--- src/rtl/matrix_read_sched_if.sv ---
// matrix_read_sched_if: operand pair stream from the read scheduler to the compute engine.
// master: out_valid, out_a0/a1/b0/b1 (driven); out_ready (sampled). slave: the reverse.
interface matrix_read_sched_if #(
  parameter int DATA_W = 32
);
  logic              out_valid;
  logic              out_ready;
  logic [DATA_W-1:0] out_a0;
  logic [DATA_W-1:0] out_a1;
  logic [DATA_W-1:0] out_b0;
  logic [DATA_W-1:0] out_b1;

  modport master (
    output out_valid, out_a0, out_a1, out_b0, out_b1,
    input  out_ready
  );

  modport slave (
    input  out_valid, out_a0, out_a1, out_b0, out_b1,
    output out_ready
  );
endinterface

--- src/rtl/matrix_read_sched.sv ---
// matrix_read_sched: streams (even, odd) word pairs of memories a and b after start,
// buffering BRAM read latency in a credit-controlled FIFO.
// Ports: clk, reset (sync, active high), start; en*/addr* BRAM ports; dout* read data;
// stream (pair handshake, master); busy, done pulse, stall_cnt.
// Optional: define MATRIX_SCHED_STALL_CNT_EN to build the backpressure stall counter.
module matrix_read_sched #(
  parameter int ADDR_W     = 14,
  parameter int DATA_W     = 32,
  parameter int LAST_ADDR  = 8734,
  parameter int RD_LAT     = 1,
  parameter int FIFO_DEPTH = 4
) (
  input  logic              clk,
  input  logic              reset,
  input  logic              start,
  output logic              ena,
  output logic              enA,
  output logic              enb,
  output logic              enB,
  output logic [ADDR_W-1:0] addra,
  output logic [ADDR_W-1:0] addrA,
  output logic [ADDR_W-1:0] addrb,
  output logic [ADDR_W-1:0] addrB,
  input  logic [DATA_W-1:0] douta,
  input  logic [DATA_W-1:0] doutA,
  input  logic [DATA_W-1:0] doutb,
  input  logic [DATA_W-1:0] doutB,
  matrix_read_sched_if.master stream,
  output logic              busy,
  output logic              done,
  output logic [15:0]       stall_cnt
);

  localparam int PW = $clog2(FIFO_DEPTH);
  localparam int CW = PW + 1;
  localparam logic [ADDR_W-2:0] K_LAST = (ADDR_W-1)'(LAST_ADDR / 2);

  typedef enum logic [1:0] {IDLE, RUN, DRAIN, DONE} state_t;

  state_t state, state_n;

  logic [ADDR_W-2:0]   k;
  logic [RD_LAT:0]     sr;
  logic [4*DATA_W-1:0] mem [FIFO_DEPTH];
  logic [PW-1:0]       wr_ptr, rd_ptr;
  logic [CW-1:0]       count;
  logic [CW:0]         inflight, occ, limit;
  logic                issue, push, pop, en;
  logic [ADDR_W-1:0]   addr_e, addr_o;

  always_comb begin
    inflight = '0;
    for (int i = 0; i <= RD_LAT; i++)
      inflight = inflight + {{CW{1'b0}}, sr[i]};
  end

  // sr tap high means dout* hold valid data this cycle
  assign push  = sr[RD_LAT];
  assign pop   = stream.out_valid & stream.out_ready;
  assign occ   = inflight + {1'b0, count};
  // a pop this cycle frees a slot that may be reclaimed at once
  assign limit = (CW+1)'(FIFO_DEPTH) + {{CW{1'b0}}, pop};

  always_comb begin
    state_n = state;
    issue   = 1'b0;
    unique case (state)
      IDLE: if (start) state_n = RUN;
      RUN: begin
        issue = occ < limit;
        if (issue && k == K_LAST) state_n = DRAIN;
      end
      DRAIN:
        if (inflight == '0 && count == '0 && !pop) state_n = DONE;
      DONE: state_n = IDLE;
      default: state_n = IDLE;
    endcase
  end

  always_ff @(posedge clk) begin
    if (reset) begin
      state  <= IDLE;
      k      <= '0;
      sr     <= '0;
      wr_ptr <= '0;
      rd_ptr <= '0;
      count  <= '0;
      en     <= 1'b0;
      addr_e <= '0;
      addr_o <= '0;
    end else begin
      state <= state_n;
      sr    <= {sr[RD_LAT-1:0], issue};
      en    <= issue;
      if (state == IDLE && start)
        k <= '0;
      else if (issue)
        k <= k + 1'b1;
      if (issue) begin
        addr_e <= {k, 1'b0};
        addr_o <= {k, 1'b1};
      end
      if (push) wr_ptr <= wr_ptr + 1'b1;
      if (pop)  rd_ptr <= rd_ptr + 1'b1;
      unique case ({push, pop})
        2'b10:   count <= count + 1'b1;
        2'b01:   count <= count - 1'b1;
        default: count <= count;
      endcase
    end
  end

  always_ff @(posedge clk) begin
    if (push) mem[wr_ptr] <= {douta, doutA, doutb, doutB};
  end

  assign ena   = en;
  assign enA   = en;
  assign enb   = en;
  assign enB   = en;
  assign addra = addr_e;
  assign addrb = addr_e;
  assign addrA = addr_o;
  assign addrB = addr_o;

  assign busy = (state == RUN) || (state == DRAIN);
  assign done = (state == DONE);

  assign stream.out_valid = (count != '0);
  // stale FIFO contents stay hidden while empty
  assign {stream.out_a0, stream.out_a1, stream.out_b0, stream.out_b1} =
    stream.out_valid ? mem[rd_ptr] : '0;

`ifdef MATRIX_SCHED_STALL_CNT_EN
  always_ff @(posedge clk) begin
    if (reset)
      stall_cnt <= '0;
    else if (state == IDLE && start)
      stall_cnt <= '0;
    else if (busy && stream.out_valid && !stream.out_ready
             && stall_cnt != 16'hFFFF)
      stall_cnt <= stall_cnt + 16'd1;
  end
`else
  assign stall_cnt = '0;
`endif

endmodule

--- src/flat_wrapper.sv ---
// flat-port wrapper written by rule: the top's interface ports become plain ports
module matrix_read_sched_flat 
#(
  parameter int ADDR_W     = 14,
  parameter int DATA_W     = 32,
  parameter int LAST_ADDR  = 8734,
  parameter int RD_LAT     = 1,
  parameter int FIFO_DEPTH = 4
)
  (clk, reset, start, ena, enA, enb, enB, addra, addrA, addrb, addrB, douta, doutA, doutb, doutB, busy, done, stall_cnt, stream_out_valid, stream_out_a0, stream_out_a1, stream_out_b0, stream_out_b1, stream_out_ready);
  matrix_read_sched_if #(.DATA_W(DATA_W)) stream_i ();
  input  logic clk;
  input  logic reset;
  input  logic start;
  output logic ena;
  output logic enA;
  output logic enb;
  output logic enB;
  output logic [ADDR_W-1:0] addra;
  output logic [ADDR_W-1:0] addrA;
  output logic [ADDR_W-1:0] addrb;
  output logic [ADDR_W-1:0] addrB;
  input  logic [DATA_W-1:0] douta;
  input  logic [DATA_W-1:0] doutA;
  input  logic [DATA_W-1:0] doutb;
  input  logic [DATA_W-1:0] doutB;
  output logic busy;
  output logic done;
  output logic [15:0] stall_cnt;
  output wire logic [$bits(stream_i.out_valid)-1:0] stream_out_valid;
  output wire logic [$bits(stream_i.out_a0)-1:0] stream_out_a0;
  output wire logic [$bits(stream_i.out_a1)-1:0] stream_out_a1;
  output wire logic [$bits(stream_i.out_b0)-1:0] stream_out_b0;
  output wire logic [$bits(stream_i.out_b1)-1:0] stream_out_b1;
  input wire logic [$bits(stream_i.out_ready)-1:0] stream_out_ready;
  assign stream_out_valid = stream_i.out_valid;
  assign stream_out_a0 = stream_i.out_a0;
  assign stream_out_a1 = stream_i.out_a1;
  assign stream_out_b0 = stream_i.out_b0;
  assign stream_out_b1 = stream_i.out_b1;
  assign stream_i.out_ready = stream_out_ready;
  matrix_read_sched #(.ADDR_W(ADDR_W), .DATA_W(DATA_W), .LAST_ADDR(LAST_ADDR), .RD_LAT(RD_LAT), .FIFO_DEPTH(FIFO_DEPTH)) u_core (.clk(clk), .reset(reset), .start(start), .ena(ena), .enA(enA), .enb(enb), .enB(enB), .addra(addra), .addrA(addrA), .addrb(addrb), .addrB(addrB), .douta(douta), .doutA(doutA), .doutb(doutb), .doutB(doutB), .stream(stream_i), .busy(busy), .done(done), .stall_cnt(stall_cnt));
endmodule
--- config.mk ---
export PLATFORM = sky130hd
export DESIGN_NAME = matrix_read_sched_flat
export DESIGN_NICKNAME = d
export VERILOG_FILES = /design/src/rtl/matrix_read_sched_if.sv /design/src/rtl/matrix_read_sched.sv /design/src/flat_wrapper.sv
export SDC_FILE = /design/constraint.sdc
export NUM_CORES = 1
export LEC_CHECK = 0
export CAP_MARGIN = 10
export CORE_AREA = 2 2 383 195
export DETAILED_ROUTE_END_ITERATION = 7
export DIE_AREA = 0 0 385 197
export PLACE_DENSITY = 0.49
export SLEW_MARGIN = 20
export SYNTH_ARGS = -nofsm -noshare
export SYNTH_HDL_FRONTEND = slang
export SYNTH_SLANG_ARGS = --single-unit
--- constraint.sdc ---
create_clock -name clk -period 8.5 [get_ports clk]
set_input_delay 1.275 -clock clk [delete_from_list [all_inputs] [get_ports clk]]
set_output_delay 1.275 -clock clk [all_outputs]
set_load 0.01 [all_outputs]
* Word level (Yosys, flattened, before mapping) *
Memories as Yosys holds them, arrays and structs flattened. A register that Yosys moved wholly into a read port is not among the register bits.
Cells that the tools add are included.
Widths: inputs -> output; s select.

storage, ports and cells
  register bits after elaboration = 52
  RAM bits = 512
  word-level logic and storage cells = 53
  memories kept = 1

cells by class
  add/subtract/negate cells = 8
  order comparisons = 1
  equality and inequality tests = 9
  mux-type cells = 11
  bitwise logic cells = 1
  reduce and logical (&&, ||, !) cells = 13

memories
  name        depth  width  rd ports  clocked after memory_dff  wr ports  RTL line                 text
  u_core.mem  4      128    1         1                         1         matrix_read_sched.sv:44  logic [4*DATA_W-1:0] mem [FIFO_DEPTH];

operators by type and width
  operator               number
  $mux 128               1
  $add 13x1->13 const B  1
  $eq 13x13->1 const B   1
  $mux 2                 5
  $pmux 2 s4             1
  $eq 2x2->1 const B     3
  $pmux 3 s2             1
  $add 2x1->2 const B    2
  $add 3x1->4 const A    1
  $add 4x3->4            1
  $eq 2x1->1 const B     2
  $logic_and 1x1->1      4
  $logic_not 4->1        1
  $lt 4x4->1             1
  $ne 2x1->1 const B     2
  $add 3x1->3 const B    1
  $logic_not 3->1        1
  $mux 1                 3
  $reduce_and 3->1       1
  $reduce_bool 3->1      1
  $sub 3x1->3 const B    1
  $add 1x1->2            1
  $logic_not 2->1        1
  $ne 2x2->1 const B     1
  5 further kinds        5

* Logic depth before layout (Yosys ltp) *
  word-level depth = 7
  mapped depth = 10

* Least setup slack after synthesis *
OpenSTA, ideal clock, no wires.

  path kind = reg-to-reg
  start point = register u_core.wr_ptr[0]
  end point = memory u_core.mem[0][0] (netlist bit), enable pin
  arrival = 3.479 ns
  path slack = 4.519 ns
  stages on the path, launching flop included = 4
  path buffers = 0
  period minus slack after synthesis = 3.981 ns
  path through = dfxtp_1 > inv_1 > ha_1 > and2_1

RTL lines
  item                    RTL line                  text
  from (decl)             matrix_read_sched.sv:45   logic [PW-1:0] wr_ptr, rd_ptr;
  from (signal assigned)  matrix_read_sched.sv:103  if (push) wr_ptr <= wr_ptr + 1'b1;
  to (decl)               matrix_read_sched.sv:44

No word-level cell before the write port.

==> impl_metrics.csv <==
group,metric,value,unit
status,status,"finished, final reports clean",
worst_setup_path,crit_path_end_kind,"output pin",
logic_synthesis,synth-edff-count,512,
floorplanning,core_area,72430,sq um
logic_synthesis,synthTopCellsByArea,"edfxtp_1, mux4_2, and2_1",
detailed_routing,vias,10700,
clocking,cts_tree,"built",
placed_design,hpwl,29.16,mm
worst_setup_path,worstPathRequired,7220,ps
final_layout,fin_area,27290,sq um
logic_synthesis,synth-async-reset-ratio,0,
worst_setup_path,worst-path-buf-inv,2,
detailed_routing,drt_iter0_markers,648,
final_layout,instances_no_fill,2392,
floorplanning,die_x,385,microns
sta,min_period,4830,ps
final_layout,layout-drive-gt1-share,0.1623,
placed_design,place_area,25580,sq um
detailed_routing,finalWirelength,50.35,mm
detailed_routing,routedWlPerCell,21.05,microns
global_routing,grt_max_degree,75,
logic_synthesis,yosysWarnings,0,
pwr,powerDensity,254.3,nW/um^2
sta,finalHoldViolCount,0,
floorplanning,start_util,0.2987,
global_routing,grt_antenna_before_repair,5,
clocking,htreeDepth,2,
logic_synthesis,netlist_top_cells_count,"edfxtp_1, and2_1, mux4_2",
sta,fmax,207.0,MHz
logic_synthesis,yosysSeqAreaShare,0.7475,
floorplanning,die-area,75850,sq um
sta,period_share,0.5683,
clocking,clk_pin_slew_worst_paths,60,ps
floorplanning,dieHeight,197,microns
final_layout,fin_nets,1525,
sta,grt_setup_unrepaired,"false",
global_routing,grt_pass1_wl,74.35,mm
final_layout,area_delta_synth_final,26.10,%
logic_synthesis,synth_top_area_share,0.7105,
clocking,cts_root_buf,"clkbuf_16",
logic_synthesis,synth_cell_types,42,
clocking,insertion_delay,600,ps
worst_setup_path,cpMaxStageDelayCell,"buf_4",
logic_synthesis,yosys.area.top_type,"edfxtp_1",
global_routing,overflow,0,
sta,max_slew_margin,0.3605,
detailed_routing,dr.pass1.iters,5,
min_path,hold_class,"register to register",
clocking,cts.sinks,552,
clocking,numCtsBuffers,53,
placed_design,place_congestion,0.7170,
worst_setup_path,startpoint_type,"register",
clocking,holdBufCountCts,0,
clocking,cts_buffer_depth,3,
worst_setup_path,worstSetupPathType,"register to output pin",
floorplanning,ioPinCount,339,
placed_design,numPortBuffers,320,
final_layout,fin_util,0.3767,
worst_setup_path,path_max_fanout,41,
clocking,post-cts-setup-buffer-count,0,
sta,setup_viol,0,
detailed_routing,drc,0,
floorplanning,rows,70,
logic_synthesis,yosysMostFrequentCell,"edfxtp_1",
logic_synthesis,syn_area,21640,sq um
sta,fin_worst_skew,25.34,ps
pwr,ir_drop,0.1832,mV
logic_synthesis,syn_avg_cell_area,20.04,sq um
global_routing,grt_usage,0.1315,
flow_run,cap_violations,0,
detailed_routing,postRouteAntennaNets,0,
sta,worst_slew_pin_slew,959.3,ps
worst_setup_path,arrival,3560,ps
logic_synthesis,synthCells,1080,
placed_design,place_inst,2293,
clocking,cts_resized,0,
pwr,finalPower,0.006939,W
worst_setup_path,crit_path_max_incr_delay,850,ps
worst_setup_path,cp_cell_sequence,"buf_4 -> mux4_2 -> and2_1 -> clkdlybuf4s50_1",
worst_setup_path,cpLargestDelayFamily,"buffers and inverters",
global_routing,grt_pass1_vias,11350,
logic_synthesis,synth_ff_type,"edfxtp_1",
detailed_routing,via_per_inst,4.472,
sta,tns,0,ps
sta,slew_violations,0,
pwr,power_leakage,8.557,nW
logic_synthesis,ys_seq_elements,552,
==> sequential cells by signal, indices dropped and copies added, names as in the netlist, named ones only <==
register and flops:
u_core.sr 2, u_core.wr_ptr 2, u_core.count 3, u_core.rd_ptr 2
u_core.mem 512, u_core.k 13, u_core.state 2, u_core.addrA 14
==> cell families after synthesis <==
kind of cell / count (synthesis) / synth area share
multiplexers: 145 / 0.1411
flip-flops: 552 / 0.7475
AND/OR/NAND/NOR: 202 / 0.05464
AO/OA/AOI/OAI: 30 / 0.009078
adder cells (fa/ha/maj): 17 / 0.01052
XOR/XNOR: 9 / 0.003643
other: 1 / 0.0001733
buffers and inverters: 124 / 0.03331
==> final timing paths <==
kind / start / to / slack, ps / cells past startpoint
max: register / stream_out_b0[3] / 3670 / 4
min: u_core.addrA[0] / u_core.addrA[0] / 460 / 2
min reg2reg: u_core.addrA[0] / u_core.addrA[0] / 460 / 2
max reg2reg: u_core.sr[1] / u_core.k[12] / 5310 / 8
==> worst register-to-register path: cells and delay by family, from the launching register on <==
kind / cells / cell delay, ps
DFF: 1 / 510
AOI/OAI and AO/OA: 2 / 530
adders and majority gates: 3 / 1040
and+or+nand+nor: 2 / 930
buffers and inverters: 1 / 120
==> per-stage QoR <==
stage	hold WS (ps)	setup WS (ps)
after floorplan	460.2	4519
after global routing	505.0	3325
after detailed placement	454.8	4173
final	461.0	3670
after global placement	452.6	4164
after CTS	466.4	3492
==> power by group <==
part	leakage [nW]	internal, W	switching [W]
combinational	2.80	0.000779	0.000692
sequential	4.94	0.00305	0.0000606
clock	0.820	0.00135	0.00101
==> area by class of cell <==
cell class,count,area [sq um]
multi-input combinational,421,4816
tap,972,1216
inverter,13,51.30
clock inverter,27,291.5
sequential,552,16180
clock buffer,69,1406
antenna,3,7.507
timing repair buffer,335,3314
fill,6660,45150
==> routing by layer <==
| metal | routed length (microns) | up-vias | GRT usage |
|---|---|---|---|
| met4 | 836 | 2 | 0.02995 |
| met2 | 23100 | 240 | 0.2041 |
| li1 | - | 4774 | - |
| met1 | 23770 | 5614 | 0.1882 |
| met3 | 2626 | 67 | 0.02984 |
| met5 | 16 | - | 0 |
==> cells in the final DEF, fill, tap and decap left out, types with 15 or more instances in the layout <==
master / synthesis / final
edfxtp_1: 512 / 512
ha_1: 15 / 15
nor2_1: 30 / 30
clkbuf_16: 0 / 53
dfxtp_1: 40 / 38
conb_1: 1 / 18
mux4_2: 128 / 128
clkdlybuf4s50_1: 0 / 319
mux2i_1: 17 / 17
and2_1: 132 / 128
Power figures use the tool's default switching activity.
